[config.mk]
export PLATFORM = sky130hd
export DESIGN_NAME = match_controller
export DESIGN_NICKNAME = d
export VERILOG_FILES = /design/src/rtl/match_controller.sv
export SDC_FILE = /design/constraint.sdc
export NUM_CORES = 1
export LEC_CHECK = 0
export CAP_MARGIN = 20
export CORE_UTILIZATION = 63
export CTS_CLUSTER_SIZE = 24
export DETAILED_ROUTE_END_ITERATION = 10
export MAX_ROUTING_LAYER = met4
export PLACE_DENSITY = 0.83
export SETUP_SLACK_MARGIN = 0.02
export SLEW_MARGIN = 20
export SYNTH_ARGS = -nofsm -noshare
export SYNTH_HDL_FRONTEND = slang
export SYNTH_SLANG_ARGS = --single-unit
export TNS_END_PERCENT = 5
[constraint.sdc]
create_clock -name clk -period 9 [get_ports clk]
set_input_delay 2.7 -clock clk [delete_from_list [all_inputs] [get_ports clk]]
set_output_delay 2.7 -clock clk [all_outputs]
set_load 0.005 [all_outputs]
[src/rtl/match_controller.sv]
// match_controller: match-level sequencer downstream of the ball controller.
// Counts goals from the ball controller's score toggles, decides when a match
// ends, and drives the serve pulse and match-end level back into it.
//
// Handshake note: there is no valid/ready pair here. game_initiated is a
// one-cycle pulse the ball controller must accept unconditionally; the score
// toggles are level changes, so a goal can never be dropped or duplicated.
module match_controller #(
   parameter int WIN_SCORE   = 5,
   parameter int SERVE_DELAY = 25_000_000
) (
   input  logic       clk,
   input  logic       rst,
   input  logic       start_btn,
   input  logic       blue_score_up,
   input  logic       red_score_up,
   output logic       game_initiated,
   output logic       game_over,
   output logic [3:0] blue_score,
   output logic [3:0] red_score,
   output logic [1:0] winner,
   output logic       serving
);

   localparam int         CNT_W = $clog2(SERVE_DELAY + 1);
   localparam logic [CNT_W-1:0] CNT_LAST = CNT_W'(SERVE_DELAY - 1);
   localparam logic [3:0] WIN   = 4'(WIN_SCORE);

   typedef enum logic [1:0] {
      IDLE  = 2'd0,
      SERVE = 2'd1,
      PLAY  = 2'd2,
      OVER  = 2'd3
   } state_t;

   state_t           state;
   logic [CNT_W-1:0] serve_cnt;
   logic             s1, s2, s2_d;
   logic             blue_prev, red_prev;

   logic             start_edge;
   logic             blue_ev, red_ev;
   logic [3:0]       blue_next, red_next;
   logic             blue_wins, red_wins;

   // The button is asynchronous, so only the synchronized copy is edge-detected.
   assign start_edge = s2 & ~s2_d;

   // A goal is any change of the toggle level since the previous cycle.
   assign blue_ev   = blue_score_up ^ blue_prev;
   assign red_ev    = red_score_up  ^ red_prev;
   assign blue_next = blue_score + {3'b000, blue_ev};
   assign red_next  = red_score  + {3'b000, red_ev};
   assign blue_wins = (blue_next == WIN);
   assign red_wins  = (red_next  == WIN);

   // Match sequencer: synchronizer, goal tracking and the IDLE/SERVE/PLAY/OVER FSM.
   always_ff @(posedge clk) begin
      if (rst) begin
         state          <= IDLE;
         serve_cnt      <= '0;
         s1             <= 1'b0;
         s2             <= 1'b0;
         s2_d           <= 1'b0;
         // Load the live levels so a toggle left high through reset is not a goal.
         blue_prev      <= blue_score_up;
         red_prev       <= red_score_up;
         game_initiated <= 1'b0;
         game_over      <= 1'b0;
         blue_score     <= 4'd0;
         red_score      <= 4'd0;
         winner         <= 2'b00;
         serving        <= 1'b0;
      end else begin
         s1             <= start_btn;
         s2             <= s1;
         s2_d           <= s2;
         // prev tracks the inputs in every state, so ignored toggles never resurface.
         blue_prev      <= blue_score_up;
         red_prev       <= red_score_up;
         game_initiated <= 1'b0;

         case (state)
            IDLE: begin
               blue_score <= 4'd0;
               red_score  <= 4'd0;
               game_over  <= 1'b0;
               winner     <= 2'b00;
               serving    <= 1'b0;
               if (start_edge) begin
                  state     <= SERVE;
                  serve_cnt <= '0;
                  serving   <= 1'b1;
               end
            end

            SERVE: begin
               if (serve_cnt == CNT_LAST) begin
                  state          <= PLAY;
                  serve_cnt      <= '0;
                  serving        <= 1'b0;
                  game_initiated <= 1'b1;
               end else begin
                  serve_cnt <= serve_cnt + 1'b1;
               end
            end

            PLAY: begin
               if (blue_ev || red_ev) begin
                  blue_score <= blue_next;
                  red_score  <= red_next;
                  if (blue_wins || red_wins) begin
                     state     <= OVER;
                     game_over <= 1'b1;
                     winner    <= {red_wins, blue_wins};
                  end else begin
                     state     <= SERVE;
                     serve_cnt <= '0;
                     serving   <= 1'b1;
                  end
               end
            end

            OVER: begin
               if (start_edge) begin
                  state      <= SERVE;
                  serve_cnt  <= '0;
                  serving    <= 1'b1;
                  game_over  <= 1'b0;
                  blue_score <= 4'd0;
                  red_score  <= 4'd0;
                  winner     <= 2'b00;
               end
            end

            default: begin
               state <= IDLE;
            end
         endcase
      end
   end

endmodule
==> impl_results.md, run 1 <==
- Remaining DRCs: 0
- Via Count: 2435
- Vias/cell: 6.60
- Nets: 334
- Cell count after synthesis: 313
- Antenna violations before repair: 0
- Tot GR Track Use: 0.310
- Worst VDD drop: 0.000164 V
- Worst Path Arrival: 5680 ps
- Crit Path Max Fanout: 20
- Number of cell rows: 22
- M1 GR Usage: 0.437
- Sink Count: 45
- PD cells: 191 mW/mm²
- FFs w/ async S/R, synth: 0
- Leakage: 0.911 nW
- GR peak layer: met2
- CP Launch Type: primary input
- GR Layer Usage met3: 0.0486
- Hold slack: 450 ps
- Number of CTS-inserted buffers: 5
- Clock tree buffer depth: 2
- Total gr overflow: 0
- Max Cap Violations: 0
- Fin. Hold Viols: 0
- Dpl hpwl: 4.01 mm
- Worst Hold Class: register to register
- Drt total wl: 5.95 mm
- Clock root buffer: clkbuf_8
- # setup viols final: 0
- Fmax: 183 MHz
- Cts repair resizes: 0
- RSZ-0062 raised after global routing: false
- Mapped Nets: 327
- Global-route wire length before repair: 9.96 mm
- Full die area: 0.00430 mm²
- Largest net degree at the start of global routing: 45
- Worst setup path class: primary input to register
- Worst Max-Slew Pin Slew: 925 ps
- Post-synth EDFFs: 0
- Hold Buf Count CTS: 0
- I/O pin cnt: 18
- Die H: 65.6 µm
- Place WS: 3190 ps
- Top_reg_cell synth: dfxtp_1
- Synthesized area per cell: 8.13 µm²
- Unique masters post-synth: 58
- Synth-to-layout area growth: 9.54%
- H-tree lvl count: 2
- Worst Skew: 9.34 ps
- Mapped cell area: 0.00254 mm²
- Fin crit share: 0.608
- Starting Density: 0.675
- Clock Latency Late Sink: 300 ps
- Final slew viol count: 0
- CTS tree: yes
- Flops & latches, synth: 45
- IO buf count: 17
- Slew HR: 0.383
- CTS clk-pin slew, worst paths: 90 ps
- ANT cells: 0
- Layout cell share with drive strength beyond 1: 0.0717
- Total Neg Setup Slack: 0 ps
- DRT Pass-1 Iters: 5
- GR Layer Usage met2: 0.455
- Outcome: finished, final reports clean
- YS warnings: 0
- Req. time, crit path: 9200 ps
- Setup crit end kind: register
- Post-CTS setup buffers: 0
- Final ANT Viol Nets: 0
- WL/cell: 16.1 µm
- RePlAce Congestion: 0.942
- Die W: 65.6 µm
- Vias in the first global route: 2112
- Final WS setup: 3530 ps
- Core Box Area: 0.00377 mm²
- Iteration-0 DRC Markers: 275
- Min Tclk post-route: 5470 ps
- Sequential fraction of the synthesis area: 0.354
-- cell usage in the layout (no fill, tap or decap), types with 3 or more instances in the layout --
cell type	Yosys	layout
a211oi_1	6	6
a21o_1	3	3
a21oi_1	36	36
a2bb2oi_1	3	3
a31oi_1	8	8
and3_1	5	5
clkbuf_8	0	5
clkdlybuf4s50_1	0	17
dfxtp_1	45	45
ha_1	9	9
inv_1	11	11
nand2_1	28	28
nand2b_1	4	4
nand3_1	18	18
nand4_1	9	9
nand4b_1	4	4
nor2_1	15	15
nor2b_1	5	5
nor3_1	8	8
nor4_1	3	3
nor4b_1	3	3
o21a_1	3	3
o21ai_0	16	16
o31ai_1	7	7
o31ai_2	3	3
o41ai_1	3	3
or3_1	3	3
-- sequential cells by signal, summed over array words and instances (netlist names), 2 cells and up --
signal / cells
winner: 2
state: 2
red_score: 4
blue_score: 4
serve_cnt: 25
-- power breakdown --
group	total (mW)	internal [mW]	switching (mW)
registers	0.214	0.207	0.00663
logic	0.196	0.0583	0.138
clock network	0.122	0.0539	0.0685
total	0.533	0.320	0.213
-- cell families after synthesis --
family / after synthesis / share of synthesized area
multiplexers: 3 / 0.0128
adder cells (fa/ha/maj): 9 / 0.0442
buffers and inverters: 30 / 0.0497
AO/OA/AOI/OAI: 102 / 0.264
XOR/XNOR: 2 / 0.00688
flip-flops: 45 / 0.354
AND/OR/NAND/NOR: 122 / 0.269
-- synth_stat cells (all sizes together) (6+ instances only) --
cell type  number  area [µm²]
dfxtp          45         901
a21oi          36         180
nand2          28         105
o21ai          19         110
nand3          18        90.1
nor2           17        73.8
clkbuf         13        48.8
inv            11        41.3
nand4          10        68.8
o31ai          10        90.1
ha              9         113
a31oi           8        50.1
nor3            8        40.0
a211oi          6        45.0
buf             6        36.3
-- worst paths after layout --
check	start	endpoint	slack [ps]	cells after the start
min reg2reg	s1	s2	450	1
max	red_score_up	serve_cnt[9]	3530	10
min	s1	s2	450	1
max reg2reg	red_prev	serve_cnt[9]	6060	9
-- through the flow --
stage                     power, mW  instances  utilization  area (µm²)
after floorplan               0.370        313            -        2540
after CTS                     0.530        369        0.739        2790
after global routing          0.562        369        0.739        2790
after global placement        0.409        361        0.717        2710
after detailed placement      0.410        361        0.717        2710
final                         0.533        369        0.739        2790
-- layout make-up --
class | count | area (µm²)
clock buffers | 6 | 72.6
clock inverters | 2 | 10.0
fillers | 304 | 983
inverters | 11 | 41.3
multi-input cells | 238 | 1520
flip-flops and latches | 45 | 901
well taps | 48 | 60.1
repair buffers | 19 | 185
-- per-layer routing --
metal,vias up,share of wire
met4,0,0.010
li1,1194,-
met1,1123,0.48
met3,13,0.070
met2,105,0.44
met5,-,0
-- critical path: stages --
cell             delay, ps
clkdlybuf4s50_1        440
xnor2_1                250
inv_1                   70
ha_1                   210
ha_1                   240
mux2_2                 270
a21oi_1                300
a21o_1                 600
nand2_1                230
o41ai_1                360
No activity file was read; power rests on OpenSTA's default activity.
==> run 2, diff against run 1 <==
CORE_UTILIZATION = 58   (was 63)
PLACE_DENSITY = 0.77   (was 0.83)
clock period = 5.75 ns   (was 9 ns; I/O delays follow)
==> impl_results.md, run 2 (synthesized netlist as in run 1, its figures left out) <==
- Outcome: finished, final reports clean (unchanged)
- Reg2Reg Capture Point: serve_cnt[5] (was serve_cnt[9])
- Final slew viol count: 0 (unchanged)
- Min Tclk post-route: 4490 ps
- ANT cells: 0 (unchanged)
- Vias in the first global route: 2104 (was 2112)
- Drt total wl: 6.19 mm (was 5.95 mm)
- Final WS setup: 1260 ps (was 3530 ps)
- Worst Path Arrival: 4670 ps (was 5680 ps)
- Final ANT Viol Nets: 0 (unchanged)
- Met3 wire len: 487 µm (was 416 µm)
- Fill count: 374 (was 304)
- Total Neg Setup Slack: 0 ps (unchanged)
- Fmax: 223 MHz
- Max incr delay on CP: 510 ps (was 600 ps)
- Cts repair resizes: 0 (unchanged)
- Remaining DRCs: 0 (unchanged)
- Vias/cell: 6.64 (was 6.60)
- Worst path slowest cell: a21oi_2 (was a21o_1)
- Max reg flops: 25 (unchanged)
- Fin crit share: 0.780
- Leakage: 0.915 nW (was 0.911 nW)
- # setup viols final: 0 (unchanged)
- I/O pin cnt: 18 (unchanged)
- Sink Count: 45 (unchanged)
- Slew HR: 0.403 (was 0.383)
- RePlAce Congestion: 0.949 (was 0.942)
- Core Box Area: 0.00412 mm² (was 0.00377 mm²)
- Core Util, Final: 0.682 (was 0.739)
- Most flop-heavy register: serve_cnt (unchanged)
- Placed insts: 364 (was 361)
- Top Metal Used: met4 (unchanged)
- PD cells: 297 mW/mm² (was 191 mW/mm²)
- Clock tree buffer depth: 2 (unchanged)
- Fin. Hold Viols: 0 (unchanged)
- Hold path cells: 1 (unchanged)
- Via Count: 2463 (was 2435)
- Commonest non-fill, non-tap cell in the layout: dfxtp_1 (unchanged)
- Total gr overflow: 0 (unchanged)
- CTS tree: yes (unchanged)
- Clock root buffer: clkbuf_8 (unchanged)
- Worst VDD drop: 0.000229 V (was 0.000164 V)
- Pwr Total: 833 µW (was 533 µW)
- Commonest cells after routing, fill and taps aside: 45 x dfxtp_1, 35 x a21oi_1, 28 x nand2_1, 18 x nand3_1, 17 x clkdlybuf4s50_1 (was 45 x dfxtp_1, 36 x a21oi_1, 28 x nand2_1, 18 x nand3_1, 17 x clkdlybuf4s50_1)
- Worst Skew: 8.52 ps (was 9.34 ps)
- Nets: 335 (was 334)
- Hold Buf Count CTS: 0 (unchanged)
- Dpl hpwl: 4.31 mm (was 4.01 mm)
- Crit Path Max Fanout: 11 (was 20)
- Biggest regs: serve_cnt x25, blue_score x4, red_score x4 (unchanged)
- Layout cell share with drive strength beyond 1: 0.0748 (was 0.0717)
- Tot GR Track Use: 0.298 (was 0.310)
- R2R setup slack: 2810 ps (was 6060 ps)
- Die W: 68.2 µm (was 65.6 µm)
- Die H: 68.2 µm (was 65.6 µm)
- RSZ-0062 raised after global routing: false (unchanged)
- Clock Latency Late Sink: 290 ps (was 300 ps)
- Max Cap Violations: 0 (unchanged)
- Routed wl met2: 2.75 mm (was 2.61 mm)
- WL/cell: 16.7 µm (was 16.1 µm)
- Worst Max-Slew Pin Slew: 896 ps (was 925 ps)
- Reg2reg start: red_prev (unchanged)
- Non-Filler Instances: 371 (was 369)
- Full die area: 0.00466 mm² (was 0.00430 mm²)
- Number of cell rows: 23 (was 22)
- DRT Pass-1 Iters: 5 (unchanged)
- Place WS: 1020 ps (was 3190 ps)
- R2R depth: 10 (was 9)
- Setup crit end kind: register (unchanged)
- Worst setup path class: primary input to register (unchanged)
- Critical-path cell list: clkdlybuf4s50_1 > xnor2_1 > inv_1 > ha_1 > ha_1 > nand2b_1 > nor4b_1 > a21oi_1 > a21oi_2 > nor2_1 > a211oi_1 (was clkdlybuf4s50_1 > xnor2_1 > inv_1 > ha_1 > ha_1 > mux2_2 > a21oi_1 > a21o_1 > nand2_1 > o41ai_1)
- CTS clk-pin slew, worst paths: 70 ps (was 90 ps)
- HP Start: s1 (unchanged)
- Met1 WL: 2.91 mm (was 2.86 mm)
- Starting Density: 0.618 (was 0.675)
- Global-route wire length before repair: 10.1 mm (was 9.96 mm)
- Largest net degree at the start of global routing: 31 (was 45)
- WHS Endpoint: s2 (unchanged)
- Iteration-0 DRC Markers: 405 (was 275)
- Most used cell, CP: ha_1 (unchanged)
- Number of CTS-inserted buffers: 5 (unchanged)
- CP Launch Type: primary input (unchanged)
- IO buf count: 17 (unchanged)
- Antenna violations before repair: 0 (unchanged)
- H-tree lvl count: 2 (unchanged)
- Post-CTS setup buffers: 0 (unchanged)
- Synth-to-layout area growth: 10.2% (was 9.54%)
- Worst Hold Class: register to register (unchanged)
- Req. time, crit path: 5940 ps (was 9200 ps)
run 2: changes by cell type in the layout (fill, tap and decap cells not counted):
cell / before / now
a21oi_2: 0 / 1
buf_4: 2 / 3
clkbuf_8: 5 / 6
clkinv_2: 2 / 0
a21oi_1: 36 / 35
run 2: final cells by class:
type	instances	area, µm²	area share
multi-input combinational	238	1520	0.542
clock buffer	7	86.3	0.0308
inverter	11	41.3	0.0147
sequential	45	901	0.321
timing repair buffer	20	193	0.0687
tap	50	62.6	0.0223
run 2: worst max path at each step:
| stage | startpoint | end | slack (ps) | depth (start not counted) |
|---|---|---|---|---|
| 2_1_floorplan | blue_score_up | serve_cnt[8] | 1870 | 11 |
| 3_3_place_gp | red_score_up | serve_cnt[11] | 1090 | 11 |
| 3_5_place_dp | red_score_up | serve_cnt[21] | 1020 | 11 |
| 4_1_cts | red_score_up | serve_cnt[5] | 1300 | 11 |
| 5_1_grt | red_score_up | serve_cnt[11] | 950 | 11 |
| 6_report | red_score_up | serve_cnt[5] | 1260 | 11 |
run 2: critical path, delay by kind of cell:
family                     cells  cell delay (ps)
xor gates and xnor gates       1              230
adders and majority gates      2              500
buffers and inverters          2              500
AOI/OAI and AO/OA              3              990
and+or+nand+nor                3              720
run 2: where the power goes:
part / leakage (nW) / internal (mW) / switching, mW
combinational: 0.506 / 0.0913 / 0.209
clock: 0.0443 / 0.0955 / 0.101
sequential: 0.364 / 0.325 / 0.0111
total: 0.915 / 0.512 / 0.322
run 2: per-stage QoR:
step | hold slack (ps) | cell area [µm²]
2_1_floorplan | 414 | 2540
3_3_place_gp | 421 | 2720
6_report | 447 | 2810
4_1_cts | 452 | 2810
3_5_place_dp | 427 | 2720
5_1_grt | 472 | 2810
run 2: per-layer routing:
layer	up-vias	track usage
li1	1188	-
met1	1156	0.410
met2	117	0.449
met3	2	0.0583
met4	0	0.0651
met5	-	-
==> run 3, diff against run 2 <==
CORE_UTILIZATION = 53   (was 58)
PLACE_DENSITY = 0.74   (was 0.77)
clock period = 3.75 ns   (was 5.75 ns; I/O delays follow)
==> impl_results.md, run 3 (synthesized netlist as in run 1, its figures left out) <==
- Outcome: finished, violations left (was finished, final reports clean)
- Failing checks: DRC
- Critical-path cell list: clkdlybuf4s50_1 > xnor2_1 > inv_1 > ha_1 > ha_1 > nand2b_1 > nor4b_1 > a21oi_1 > buf_4 > a21o_1 > buf_4 > a31oi_1 > a211oi_1 (was clkdlybuf4s50_1 > xnor2_1 > inv_1 > ha_1 > ha_1 > nand2b_1 > nor4b_1 > a21oi_1 > a21oi_2 > nor2_1 > a211oi_1)
- H-tree lvl count: 2 (unchanged)
- Leakage: 1.01 nW (was 0.915 nW)
- Biggest regs: serve_cnt x25, blue_score x4, red_score x4 (unchanged)
- Full die area: 0.00508 mm² (was 0.00466 mm²)
- # setup viols final: 0 (unchanged)
- Req. time, crit path: 3920 ps (was 5940 ps)
- Area of the multi-input gates: 0.00152 mm² (unchanged)
- Remaining DRCs: 3 (was 0)
- Worst VDD drop: 0.000405 V (was 0.000229 V)
- M1 GR Usage: 0.390 (was 0.410)
- Global-route wire length before repair: 10.8 mm (was 10.1 mm)
- Worst Path Arrival: 3620 ps (was 4670 ps)
- DRT Pass-1 Iters: 7 (was 5)
- Clock Latency Late Sink: 310 ps (was 290 ps)
- Nets: 353 (was 335)
- Sink Count: 45 (unchanged)
- Dpl hpwl: 4.56 mm (was 4.31 mm)
- Die H: 71.3 µm (was 68.2 µm)
- Clock tree buffer depth: 2 (unchanged)
- RePlAce Congestion: 0.916 (was 0.949)
- Max Cap Violations: 0 (unchanged)
- CP Buf/Inv Count: 4 (was 2)
- Number of CTS-inserted buffers: 5 (unchanged)
- CP Launch Type: primary input (unchanged)
- Sw power: 533 µW (was 322 µW)
- Max incr delay on CP: 490 ps (was 510 ps)
- Worst Skew: 12.8 ps (was 8.52 ps)
- Fin. Hold Viols: 0 (unchanged)
- Number of cell rows: 24 (was 23)
- GR Layer Usage met2: 0.396 (was 0.449)
- CP top delay family: buffers and inverters (was compound AO/OA/AOI/OAI gates)
- Core Box Area: 0.00447 mm² (was 0.00412 mm²)
- Hold slack: 457 ps (was 447 ps)
- Antenna violations before repair: 0 (unchanged)
- Vias in the first global route: 2246 (was 2104)
- Worst setup path class: primary input to register (unchanged)
- Clock power frac: 0.257 (was 0.236)
- GR Layer Usage met3: 0.0577 (was 0.0583)
- Post-CTS setup buffers: 0 (unchanged)
- WL/cell: 16.3 µm (was 16.7 µm)
- IO buf count: 17 (unchanged)
- Hold Buf Count CTS: 0 (unchanged)
- Commonest cells after routing, fill and taps aside: 45 x dfxtp_1, 35 x a21oi_1, 28 x nand2_1, 21 x buf_4, 18 x nand3_1 (was 45 x dfxtp_1, 35 x a21oi_1, 28 x nand2_1, 18 x nand3_1, 17 x clkdlybuf4s50_1)
- ANT cells: 0 (unchanged)
- Die W: 71.3 µm (was 68.2 µm)
- Drt total wl: 6.37 mm (was 6.19 mm)
- Vias/cell: 6.40 (was 6.64)
- Fill count: 390 (was 374)
- CTS clk-pin slew, worst paths: 90 ps (was 70 ps)
- Min Tclk post-route: 3450 ps
- Via Count: 2502 (was 2463)
- Total gr overflow: 0 (unchanged)
- Fin crit share: 0.920
- Final ANT Viol Nets: 0 (unchanged)
- Total Neg Setup Slack: 0 ps (unchanged)
- Internal power: 878 µW (was 512 µW)
- Combinational share of power: 0.378 (was 0.361)
- Commonest non-fill, non-tap cell in the layout: dfxtp_1 (unchanged)
- Synth-to-layout area growth: 16.3% (was 10.2%)
- GR peak layer: met2 (unchanged)
- Worst path slowest cell: clkdlybuf4s50_1 (was a21oi_2)
- Worst Max-Slew Pin Slew: 665 ps (was 896 ps)
- Cts repair resizes: 0 (unchanged)
- Final slew viol count: 0 (unchanged)
- Sequential share of power: 0.365 (was 0.403)
- Worst Hold Class: register to register (unchanged)
- Setup crit end kind: register (unchanged)
- Starting Density: 0.569 (was 0.618)
- CTS tree: yes (unchanged)
- Seq. cell area: 901 µm² (unchanged)
- Crit Path Max Fanout: 8 (was 11)
- Sw Share: 0.378 (was 0.386)
- Largest net degree at the start of global routing: 20 (was 31)
- I/O pin cnt: 18 (unchanged)
- Layout cell share with drive strength beyond 1: 0.127 (was 0.0748)
- PD cells: 477 mW/mm² (was 297 mW/mm²)
- RSZ-0062 raised after global routing: false (unchanged)
- Fmax: 290 MHz
- Iteration-0 DRC Markers: 241 (was 405)
- Tot GR Track Use: 0.278 (was 0.298)
- Clock root buffer: clkbuf_8 (unchanged)
- Max reg flops: 25 (unchanged)
- Place WS: -47.7 ps (was 1020 ps)
- Final WS setup: 300 ps (was 1260 ps)
- Most flop-heavy register: serve_cnt (unchanged)
- Slew HR: 0.556 (was 0.403)
## run 3: changes by cell type in the layout (fill, tap and decap cells not counted)
cell and delta:
clkbuf_1 -1, bufinv_16 +1, clkinv_2 +1, buf_4 +18, clkbuf_8 -1
## run 3: worst paths after layout
check | startpoint | to | slack, ps | cells past startpoint
worst min register to register | s1 | s2 | 460 | 1
worst max register to register | serve_cnt[9] | serve_cnt[11] | 1250 | 7
worst max-delay path | red_score_up | serve_cnt[13] | 300 | 13
worst min-delay path | s1 | s2 | 460 | 1
## run 3: routing by layer
| layer | part of all wire | vias to the layer above |
|---|---|---|
| li1 | - | 1231 |
| met2 | 0.43 | 99 |
| met3 | 0.062 | 10 |
| met4 | 0.014 | 0 |
| met5 | 0 | - |
| met1 | 0.49 | 1162 |
## run 3: final cells by class
class,count,area share
Clock buffer,5,0.0232
Clock inverter,2,0.0118
Inverter,11,0.0139
Multi-Input combinational cell,238,0.514
Sequential cell,45,0.304
Tap cell,52,0.0220
Timing Repair Buffer,38,0.111
## run 3: stage by stage
stage | cell area [µm²] | total power, mW | utilization | cells
floorplan | 2540 | 0.888 | - | 313
global placement | 2860 | 1.04 | 0.638 | 384
detailed placement | 2860 | 1.05 | 0.638 | 384
CTS | 2960 | 1.41 | 0.662 | 391
global route | 2960 | 1.48 | 0.662 | 391
finish | 2960 | 1.41 | 0.662 | 391
## run 3: power groups by stage
stage               sequential [mW]  combinational, mW  clock (mW)
global placement              0.526              0.517           0
global route                  0.519              0.580       0.382
finish                        0.515              0.533       0.363
detailed placement            0.526              0.524           0
CTS                           0.515              0.523       0.367
floorplan                     0.522              0.365           0
